==> config.mk <==
export PLATFORM = sky130hd
export DESIGN_NAME = sync_trigger_seq
export DESIGN_NICKNAME = d
export VERILOG_FILES = /design/src/rtl/sync_pkg.sv /design/src/rtl/sync_debounce.sv /design/src/rtl/sync_trigger_seq.sv
export SDC_FILE = /design/constraint.sdc
export NUM_CORES = 1
export LEC_CHECK = 0
export ABC_AREA = 1
export BUFFER_PORTS_ARGS = -buffer_cell sky130_fd_sc_hd__buf_2
export CORE_ASPECT_RATIO = 1.2
export CORE_MARGIN = 3
export CORE_UTILIZATION = 50
export CTS_CLUSTER_DIAMETER = 60
export DETAILED_ROUTE_END_ITERATION = 7
export PLACE_DENSITY = 0.73
export SLEW_MARGIN = 20
export SYNTH_ARGS = -nofsm -noshare
export SYNTH_HDL_FRONTEND = slang
export SYNTH_SLANG_ARGS = --single-unit
==> constraint.sdc <==
create_clock -name clock -period 2.9 [get_ports clock]
set_clock_uncertainty 0.15 [all_clocks]
set_input_delay 0.29 -clock clock [delete_from_list [all_inputs] [get_ports clock]]
set_output_delay 0.29 -clock clock [all_outputs]
set_load 0.1 [all_outputs]
==> src/rtl/sync_pkg.sv <==
// rtl/sync_pkg.sv - state encoding shared by the trigger sequencer and its bench
package sync_pkg;

  // Scenario FSM states; codes 6 and 7 are never entered and fall back to IDLE.
  typedef enum logic [2:0] {
    ST_IDLE     = 3'd0,
    ST_ARMED    = 3'd1,
    ST_DELAY    = 3'd2,
    ST_FIRE     = 3'd3,
    ST_WAIT_RDY = 3'd4,
    ST_DONE     = 3'd5
  } state_t;

  localparam logic [2:0] CODE_IDLE     = 3'd0;
  localparam logic [2:0] CODE_ARMED    = 3'd1;
  localparam logic [2:0] CODE_DELAY    = 3'd2;
  localparam logic [2:0] CODE_FIRE     = 3'd3;
  localparam logic [2:0] CODE_WAIT_RDY = 3'd4;
  localparam logic [2:0] CODE_DONE     = 3'd5;

  // Width of the fixed-size configuration fields (pulse width, trigger limit).
  localparam int CFG16_W = 16;

endpackage

==> src/rtl/sync_debounce.sv <==
// rtl/sync_debounce.sv - two-flop synchroniser, level debouncer and rising-edge pulse
module sync_debounce #(
  parameter int DEB_CYC = 8
) (
  input  logic clock,
  input  logic reset,
  input  logic async_in,
  output logic level,
  output logic rise
);

  localparam int CW = $clog2(DEB_CYC + 1);

  logic          sync1;
  logic          sync2;
  logic [CW-1:0] stable_cnt;

  // Synchronise the raw input, then only adopt a new level after DEB_CYC
  // consecutive samples disagree with the current one; flag 0->1 adoptions.
  always_ff @(posedge clock) begin
    if (reset) begin
      sync1      <= 1'b0;
      sync2      <= 1'b0;
      level      <= 1'b0;
      rise       <= 1'b0;
      stable_cnt <= '0;
    end else begin
      sync1 <= async_in;
      sync2 <= sync1;
      rise  <= 1'b0;
      if (sync2 == level) begin
        stable_cnt <= '0;
      end else if (stable_cnt == CW'(DEB_CYC - 1)) begin
        level      <= sync2;
        rise       <= sync2;
        stable_cnt <= '0;
      end else begin
        stable_cnt <= stable_cnt + CW'(1);
      end
    end
  end

endmodule

==> src/rtl/sync_trigger_seq.sv <==
// rtl/sync_trigger_seq.sv - fast-gate driven multi-channel trigger sequencer
module sync_trigger_seq
  import sync_pkg::*;
#(
  parameter int N_CH    = 4,
  parameter int CNT_W   = 32,
  parameter int DEB_CYC = 8
) (
  input  logic              clock,
  input  logic              reset,
  input  logic              start_signal,
  input  logic              fg_signal,
  input  logic [N_CH-1:0]   detector_ready,
  input  logic [CNT_W-1:0]  cfg_delay,
  input  logic [15:0]       cfg_width,
  input  logic [15:0]       cfg_max,
  input  logic [N_CH-1:0]   cfg_mask,
  output logic [N_CH-1:0]   output_trigger,
  output logic [2:0]        scenario_state,
  output logic [CNT_W-1:0]  trigger_count,
  output logic [CNT_W-1:0]  missed_count
);

  state_t               state;
  logic                 start_lvl;
  logic                 start_rise;
  logic                 fg_lvl;
  logic                 fg_rise;
  logic                 deb_unused;

  logic [CNT_W-1:0]     delay_q;
  logic [CFG16_W-1:0]   width_q;
  logic [CFG16_W-1:0]   max_q;
  logic [N_CH-1:0]      mask_q;
  logic [CNT_W-1:0]     dly_cnt;
  logic [CFG16_W-1:0]   wid_cnt;

  logic [N_CH-1:0]      fire_vec;
  logic                 all_ready;
  logic                 at_max;
  logic                 fg_missed;
  logic [CNT_W-1:0]     missed_fg;

  function automatic logic [CNT_W-1:0] sat_inc(input logic [CNT_W-1:0] v);
    return (&v) ? v : v + CNT_W'(1);
  endfunction

  sync_debounce #(.DEB_CYC(DEB_CYC)) u_start_deb (
    .clock    (clock),
    .reset    (reset),
    .async_in (start_signal),
    .level    (start_lvl),
    .rise     (start_rise)
  );

  sync_debounce #(.DEB_CYC(DEB_CYC)) u_fg_deb (
    .clock    (clock),
    .reset    (reset),
    .async_in (fg_signal),
    .level    (fg_lvl),
    .rise     (fg_rise)
  );

  // The window is governed by the start level and gating by the fg edge only.
  assign deb_unused = ^{start_rise, fg_lvl};

  assign scenario_state = state;

  // Channel selection and window bookkeeping derived from latched config.
  always_comb begin
    fire_vec  = mask_q & detector_ready;
    all_ready = ((detector_ready & mask_q) == mask_q);
    at_max    = (max_q != '0) && (trigger_count == CNT_W'(max_q));
    fg_missed = fg_rise && ((state == ST_DELAY) || (state == ST_FIRE) ||
                            (state == ST_WAIT_RDY));
    missed_fg = fg_missed ? sat_inc(missed_count) : missed_count;
  end

  // Scenario FSM: arm on start, delay from fg edge, fire pulse, wait for
  // detectors to recover, stop after cfg_max triggers.
  always_ff @(posedge clock) begin
    if (reset) begin
      state          <= ST_IDLE;
      output_trigger <= '0;
      trigger_count  <= '0;
      missed_count   <= '0;
      delay_q        <= '0;
      width_q        <= '0;
      max_q          <= '0;
      mask_q         <= '0;
      dly_cnt        <= '0;
      wid_cnt        <= '0;
    end else begin
      missed_count <= missed_fg;
      case (state)
        ST_IDLE: begin
          output_trigger <= '0;
          if (start_lvl) begin
            state         <= ST_ARMED;
            delay_q       <= cfg_delay;
            width_q       <= cfg_width;
            max_q         <= cfg_max;
            mask_q        <= cfg_mask;
            trigger_count <= '0;
            missed_count  <= '0;
          end
        end
        ST_ARMED: begin
          output_trigger <= '0;
          if (!start_lvl) begin
            state <= ST_IDLE;
          end else if (fg_rise) begin
            state   <= ST_DELAY;
            dly_cnt <= delay_q;
          end
        end
        ST_DELAY: begin
          output_trigger <= '0;
          if (!start_lvl) begin
            state <= ST_IDLE;
          end else if (dly_cnt <= CNT_W'(1)) begin
            state          <= ST_FIRE;
            output_trigger <= fire_vec;
            wid_cnt        <= width_q;
            if (|fire_vec) begin
              trigger_count <= sat_inc(trigger_count);
            end else begin
              missed_count <= sat_inc(missed_fg);
            end
          end else begin
            dly_cnt <= dly_cnt - CNT_W'(1);
          end
        end
        ST_FIRE: begin
          // The pulse always runs to completion, even if start has dropped.
          if (wid_cnt <= CFG16_W'(1)) begin
            output_trigger <= '0;
            state          <= start_lvl ? ST_WAIT_RDY : ST_IDLE;
          end else begin
            wid_cnt <= wid_cnt - CFG16_W'(1);
          end
        end
        ST_WAIT_RDY: begin
          output_trigger <= '0;
          if (!start_lvl) begin
            state <= ST_IDLE;
          end else if (at_max) begin
            state <= ST_DONE;
          end else if (all_ready) begin
            state <= ST_ARMED;
          end
        end
        ST_DONE: begin
          output_trigger <= '0;
          if (!start_lvl) begin
            state <= ST_IDLE;
          end
        end
        default: begin
          output_trigger <= '0;
          state          <= ST_IDLE;
        end
      endcase
    end
  end

endmodule
After elaboration in Yosys (flattened, before gate mapping)
Index checks and enable logic that the tools add are counted.

Reduce and logical (&&, ||, !) cells: 23. Magnitude comparators: 2. Multiplexer cells: 39. Add/subtract/negate cells: 7. Bitwise gates (word level): 4. Equal/unequal tests: 25.

Operators by type and width (count): 32-bit two-way mux (16); 32-bit one-hot mux with 2 select lines (3); 32-bit by 1-bit adder with 32-bit output, second input constant (3); 32-bit AND reduction (3); 16-bit two-way mux (3); 3-bit two-way mux (11); 32-bit by 16-bit == test with 1-bit output (1); 32-bit by 1-bit <= comparator with 1-bit output, second input constant (1); 16-bit one-hot mux with 2 select lines (1); 32-bit by 1-bit subtractor with 32-bit output, second input constant (1); 3-bit one-hot mux with 6 select lines (1); 16-bit by 1-bit <= comparator with 1-bit output, second input constant (1); 16-bit nonzero test (1); 16-bit by 1-bit subtractor with 16-bit output, second input constant (1); 2-bit by 1-bit != test with 1-bit output, second input constant (7); 4-bit two-way mux (3); 6-bit AND reduction (2); 3-bit OR reduction (3); 4-bit by 1-bit adder with 4-bit output, second input constant (2); 4-bit by 3-bit == test with 1-bit output, second input constant (2); 2-bit != test, second input constant (4); 4-bit one-hot mux with 2 select lines (1); 3-bit by 2-bit == test with 1-bit output, second input constant (2); 3-bit == test, second input constant (2); 16 further kinds (25).

Bits of input ports: 76. Output and inout bits: 71. Logic and storage cells: 119. Bits in registers: 202.

Depth between registers and ports, before layout
Depth after elaboration: 11. Mapped depth: 24. Gate-level depth less buffers: 24.

Cells and area by module
A second synthesis with hierarchy kept.

Cells, all modules: 1873. Area total of the unflattened synthesis: 11970.2 um^2.

Modules (own cells, without submodules): sync_trigger_seq (cells an instance 1807, seq. area each 3743.6 um^2, area an instance 11384.7 um^2, instances 1); sync_debounce (cells an instance 33, seq. area each 160.2 um^2, area an instance 292.8 um^2, instances 2).

Worst setup path before layout
OpenSTA, ideal clock, no wires.

Path kind: flip-flop to flip-flop. Start: reg missed_count[0]. End: reg missed_count[8]. Library setup time: 0.119 ns. Stages on the path, launching flop included: 22. Data arrival time: 3.567 ns. Required time: 2.631 ns. Period minus slack after synthesis: 3.837 ns. Slack: -0.937 ns. Path buffers: 1. Cells stage by stage: dfxtp_1 -> ha_1 -> inv_1 -> nor2_4 -> nand2_4 -> nor2_8 -> nand3_4 -> nand2_4 -> xor2_4 -> ha_1 -> inv_1 -> nor2_2 -> nand2_1 -> nor2_4 -> nand2_4 -> nor2_8 -> nand2_4 -> buf_6 -> nand3_1 -> nand2_1 -> nand3_1 -> a21oi_1.

Cells in the longest elaborated chain, start to end: 9. Elaborated cells on any way between the ends: 12. Those cells by class: 2 x add/sub; 8 x mux; 2 x reduce/logical.

RTL lines: start: declaration (RTL line sync_trigger_seq.sv:21) `output logic [CNT_W-1:0] missed_count`; start signal: assignment (RTL line sync_trigger_seq.sv:94) `missed_count <= missed_fg;`; start signal: assignment (RTL line sync_trigger_seq.sv:128) `missed_count <= sat_inc(missed_fg);`; 32-bit by 1-bit adder with 32-bit output / 32-bit AND reduction (equally long branches) (RTL line sync_trigger_seq.sv:45) `return (&v) ? v : v + CNT_W'(1);`; 32-bit two-way mux (RTL line sync_trigger_seq.sv:45); 32-bit two-way mux * (RTL line sync_trigger_seq.sv:76) `missed_fg = fg_missed ? sat_inc(missed_count) : missed_count;`; 32-bit by 1-bit adder with 32-bit output / 32-bit AND reduction (equally long branches) (RTL line sync_trigger_seq.sv:45); 32-bit two-way mux (RTL line sync_trigger_seq.sv:45); 32-bit two-way mux (RTL line sync_trigger_seq.sv:125) `if (|fire_vec) begin`; 32-bit two-way mux (RTL line sync_trigger_seq.sv:121) `end else if (dly_cnt <= CNT_W'(1)) begin`; 32-bit two-way mux (RTL line sync_trigger_seq.sv:119) `if (!start_lvl) begin`; 32-bit one-hot mux with 2 select lines * (RTL line sync_trigger_seq.sv:95) `case (state)`.

Mark *: on every way between the ends. The rest lies on a longest branch, timed or not. A chain may end at the register's enable or synchronous reset.

Final worst setup path
Start: reg missed_count[25]. End: reg missed_count[10].

Cells in the longest elaborated chain, start to end: 9. Elaborated cells on any way between the ends: 12. Those cells by class: 2 x add/sub; 8 x mux; 2 x reduce/logical.

RTL lines (RTL line): 32-bit AND reduction / 32-bit by 1-bit adder with 32-bit output (equally long branches) (sync_trigger_seq.sv:45); 32-bit two-way mux (sync_trigger_seq.sv:45); 32-bit two-way mux * (sync_trigger_seq.sv:76); 32-bit by 1-bit adder with 32-bit output / 32-bit AND reduction (equally long branches) (sync_trigger_seq.sv:45); 32-bit two-way mux (sync_trigger_seq.sv:45); 32-bit two-way mux (sync_trigger_seq.sv:125); 32-bit two-way mux (sync_trigger_seq.sv:121); 32-bit two-way mux (sync_trigger_seq.sv:119); 32-bit one-hot mux with 2 select lines * (sync_trigger_seq.sv:95).

Marks and branches as above.

==> summary.txt <==
Timing
  • Actual slew at the worst max-slew pin: 949.5 ps
  • Final Max Tran Viols: 0
  • Fin. Hold Viols: 0
  • Fin crit period: 2918 ps
  • Final worst slack: -18.25 ps
  • Period utilisation layout: 100.6%
  • Fmax: 0.3427 GHz
  • # setup viols final: 2
  • RSZ-0062 raised after global routing: true
  • Rel. slew slack: between 30 and 40%
  • Setup_tns: -24.52 ps

GRT
  • Grt ovf: 0
  • Initial antenna violation count: 0
  • Largest net degree at the start of global routing: 97
  • First-pass GRT wire length: approximately 62 mm
  • Number of global-route vias before repair: between 10000 and 15000
  • GRT Overall Usage: 28.19%

Logic synthesis
  • Post-synthesis adder-cell area fraction: less than 1%
  • Distinct cells, synth: 52
  • Compound-cell area share of the yosys netlist: 16.09%
  • Post-synthesis mux area share: 0%
  • Syn nets: around 2000
  • Synthesized area: 0.01231 sq mm
  • XOR/XNOR Fraction of Synth Area: 4.412%
  • Sequential area share after synthesis: 32.86%
  • Top cells by area, synth: dfxtp_1 (33%), nand2_1 (12%), nor2_1 (10%)
  • Top cell type by total area after synthesis: dfxtp_1
  • EDFF count, synth: 0
  • Syn Area/Cell: 6.348 sq um
  • Ys flop type: dfxtp_1
  • Post-synth top area share: 32.86%
  • Cells after synthesis: 1939
  • Ys Warns: 0
  • Fraction of registers with async set/reset: 0%
  • Largest family of logic cells by synthesized area: simple AND/OR/NAND/NOR gates
  • Synth Register Bits: 202
  • Synth Area in Simple Gates: ~37%

Route
  • DR iter-0 viols: 1063
  • Final ANT Viol Nets: 0
  • Avg WL per Cell: between 15 and 20 microns
  • Post-Route WL: 39.35 mm
  • DR DRC count: 0
  • First-pass iteration count of the detailed router: 5
  • Via count: 13920
  • Vias/cell: approximately 5.4

Critical path
  • Crit Path Class: reg -> reg
  • Critical Path RT: between 3000 and 4000 ps
  • Reg2Reg Depth: 20
  • Worst Path Max Fanout: 7
  • CP endpoint kind: flip-flop
  • RR Startpoint: missed_count[25]
  • Reg2reg end: missed_count[10]
  • FF-to-FF setup slack: -20 ps
  • CP arrival: 3200 ps
  • CP Launch Type: flip-flop

Cells and area
  • Share of layout cells above drive strength 1: between 20% and 30%
  • Fillers: about 2100
  • Most common cell after layout, fill and taps aside: nand2_1
  • Area Growth Syn to Fin: 30.52%
  • Antenna diode count: 0
  • Most frequent cells in the layout: nand2_1 (365), nor2_1 (303), inv_1 (198), o21ai_0 (179), dfxtp_1 (153)
  • Nets@finish: roughly 2300
  • Fin cells: 2579

Die
  • Row cnt: 62
  • Die W: 149.2 microns
  • I/O pin cnt: around 150
  • Core ar.: 0.02405 sq mm
  • Die H: 177.9 microns
  • Initial Utilization: roughly 50%
  • Die area: 0.02654 sq mm

Worst hold path
  • Hold EP: max_q[6]
  • Min-Delay Path Depth: 3
  • HP Start: cfg_max[6]
  • Worst min-delay path category: in -> reg

Power and ir drop
  • Leakage: 6.807 nW
  • Pwr per Cell Area: 520.9 mW/mm^2
  • Peak VDD IR: around 460 uV

Placed design
  • Detailed Place HPWL: 27.00 mm
  • DP Cell Count: 2436
  • Setup WS pre-CTS: -83.11 ps
  • Final GP Congestion: 0.9419
  • IO buf count: ~150

CTS
  • Clk slew on worst S/H paths: 70 ps
  • Clk Tree Root Cell: clkbuf_16
  • CTS Buf Count: 21
  • CTS sink cnt: 202
  • H-tree depth: 1
  • Max clock buf depth: 3
  • Worst skew pair latency: 510 ps
  • CTS tree: built

Flow run
  • Max_cap viols: 0

Status
  • Failing checks: setup timing
  • Status: finished, violations left
==> worst max-delay path by stage <==
stage                      from               end  slack (ps)  cells after the start
2_1_floorplan   missed_count[0]   missed_count[8]        -210                     21
3_3_place_gp    missed_count[1]  missed_count[24]         -60                     18
3_5_place_dp    missed_count[0]  missed_count[24]         -80                     18
4_1_cts         missed_count[0]  missed_count[10]         -50                     21
5_1_grt        missed_count[25]  missed_count[24]        -150                     21
6_report       missed_count[25]  missed_count[10]         -20                     20
==> worst max-delay path: stages, from the launching register on <==
cell	delay [ps]
dfxtp_2	330
nand2_1	70
nor2_1	170
nand2_2	140
inv_1	140
nand3_4	110
nand2_4	110
xor2_4	160
ha_2	190
inv_2	50
nor2_4	90
nand2_2	80
nor2_4	150
nand2_4	90
nor2_8	160
nand2_8	90
buf_8	150
buf_6	110
nand4_4	50
o21ai_1	70
a21oi_1	150
==> routing by layer <==
layer / vias to the layer above / GRT usage (%) / routed length, microns
li1: 6950 / - / -
met1: 6357 / 34.22 / 15880
met2: 509 / 51.10 / 19750
met3: 101 / 2.886 / 2322
met4: 0 / 10.76 / 1405
met5: - / 0 / 0
==> repair_timing <==
item	CTS	global route
buffers inserted	15	17
resized for setup	29	67
endpoints found under the setup margin	23	51
pin swaps	20	34
gates cloned	0	2
hold buffers	73	0
endpoints found under the hold margin	73	0
==> cells in the mapped netlist, types with 5 or more instances <==
| library cell | n |
|---|---|
| nand3_1 | 115 |
| buf_6 | 6 |
| dfxtp_1 | 202 |
| nand4_1 | 41 |
| ha_1 | 9 |
| o21ai_0 | 184 |
| clkbuf_1 | 58 |
| inv_1 | 203 |
| o21ai_1 | 10 |
| nand3_2 | 15 |
| xor2_1 | 34 |
| nor2_4 | 8 |
| a211oi_1 | 16 |
| a21oi_1 | 135 |
| nand3b_1 | 5 |
| nor2_2 | 7 |
| xnor2_1 | 23 |
| nor3_1 | 49 |
| nand2_2 | 10 |
| nor4_1 | 19 |
| nor2_1 | 331 |
| inv_2 | 5 |
| nand2_4 | 6 |
| a31oi_1 | 15 |
| nand2_1 | 386 |
| buf_2 | 7 |
==> layout make-up <==
cell class / count / area [sq um] / share of cell area [%]
clock buffer: 32 / 658.1 / 4.097
clock inverter: 4 / 25.02 / 0.1558
inverter: 212 / 803.3 / 5.000
multi-input combinational: 1451 / 7472 / 46.51
sequential: 202 / 4155 / 25.87
tap: 320 / 400.4 / 2.492
timing repair buffer: 357 / 2545 / 15.84
timing repair inverter: 1 / 5.005 / 0.03115
==> where the power goes <==
part           total, mW  internal (mW)  switching [mW]
Clock               2.70           1.56            1.14
Sequential          3.04           2.91           0.129
Combinational       2.63          0.690            1.94
==> flip-flops by register name, indices dropped and copies added (netlist names), 3 cells and up <==
register	count
wid_cnt	16
delay_q	32
u_start_deb.stable_cnt	4
trigger_count	32
dly_cnt	32
width_q	16
missed_count	32
scenario_state	3
max_q	16
u_fg_deb.stable_cnt	4
output_trigger	4
mask_q	4
==> through the flow <==
stage	hold slack, ps	instance area, sq um	power (mW)	utilization (%)
2_1_floorplan	238.3	12450	4.821	-
3_3_place_gp	244.3	14080	5.503	58.55
4_1_cts	20.35	15710	8.306	65.32
6_report	44.83	16060	8.367	66.80
3_5_place_dp	246.0	14080	5.526	58.55
5_1_grt	63.70	16060	8.735	66.80
==> logic make-up (layout without fill, tap and decap cells) <==
family          after synthesis  count (layout)
flops                       202             202
xor+xnor                     59              59
simple gates               1008            1009
fa+ha+maj                     9               9
buf+inv                     287             606
compound gates              374             374
No activity file was read; power rests on OpenSTA's default activity.
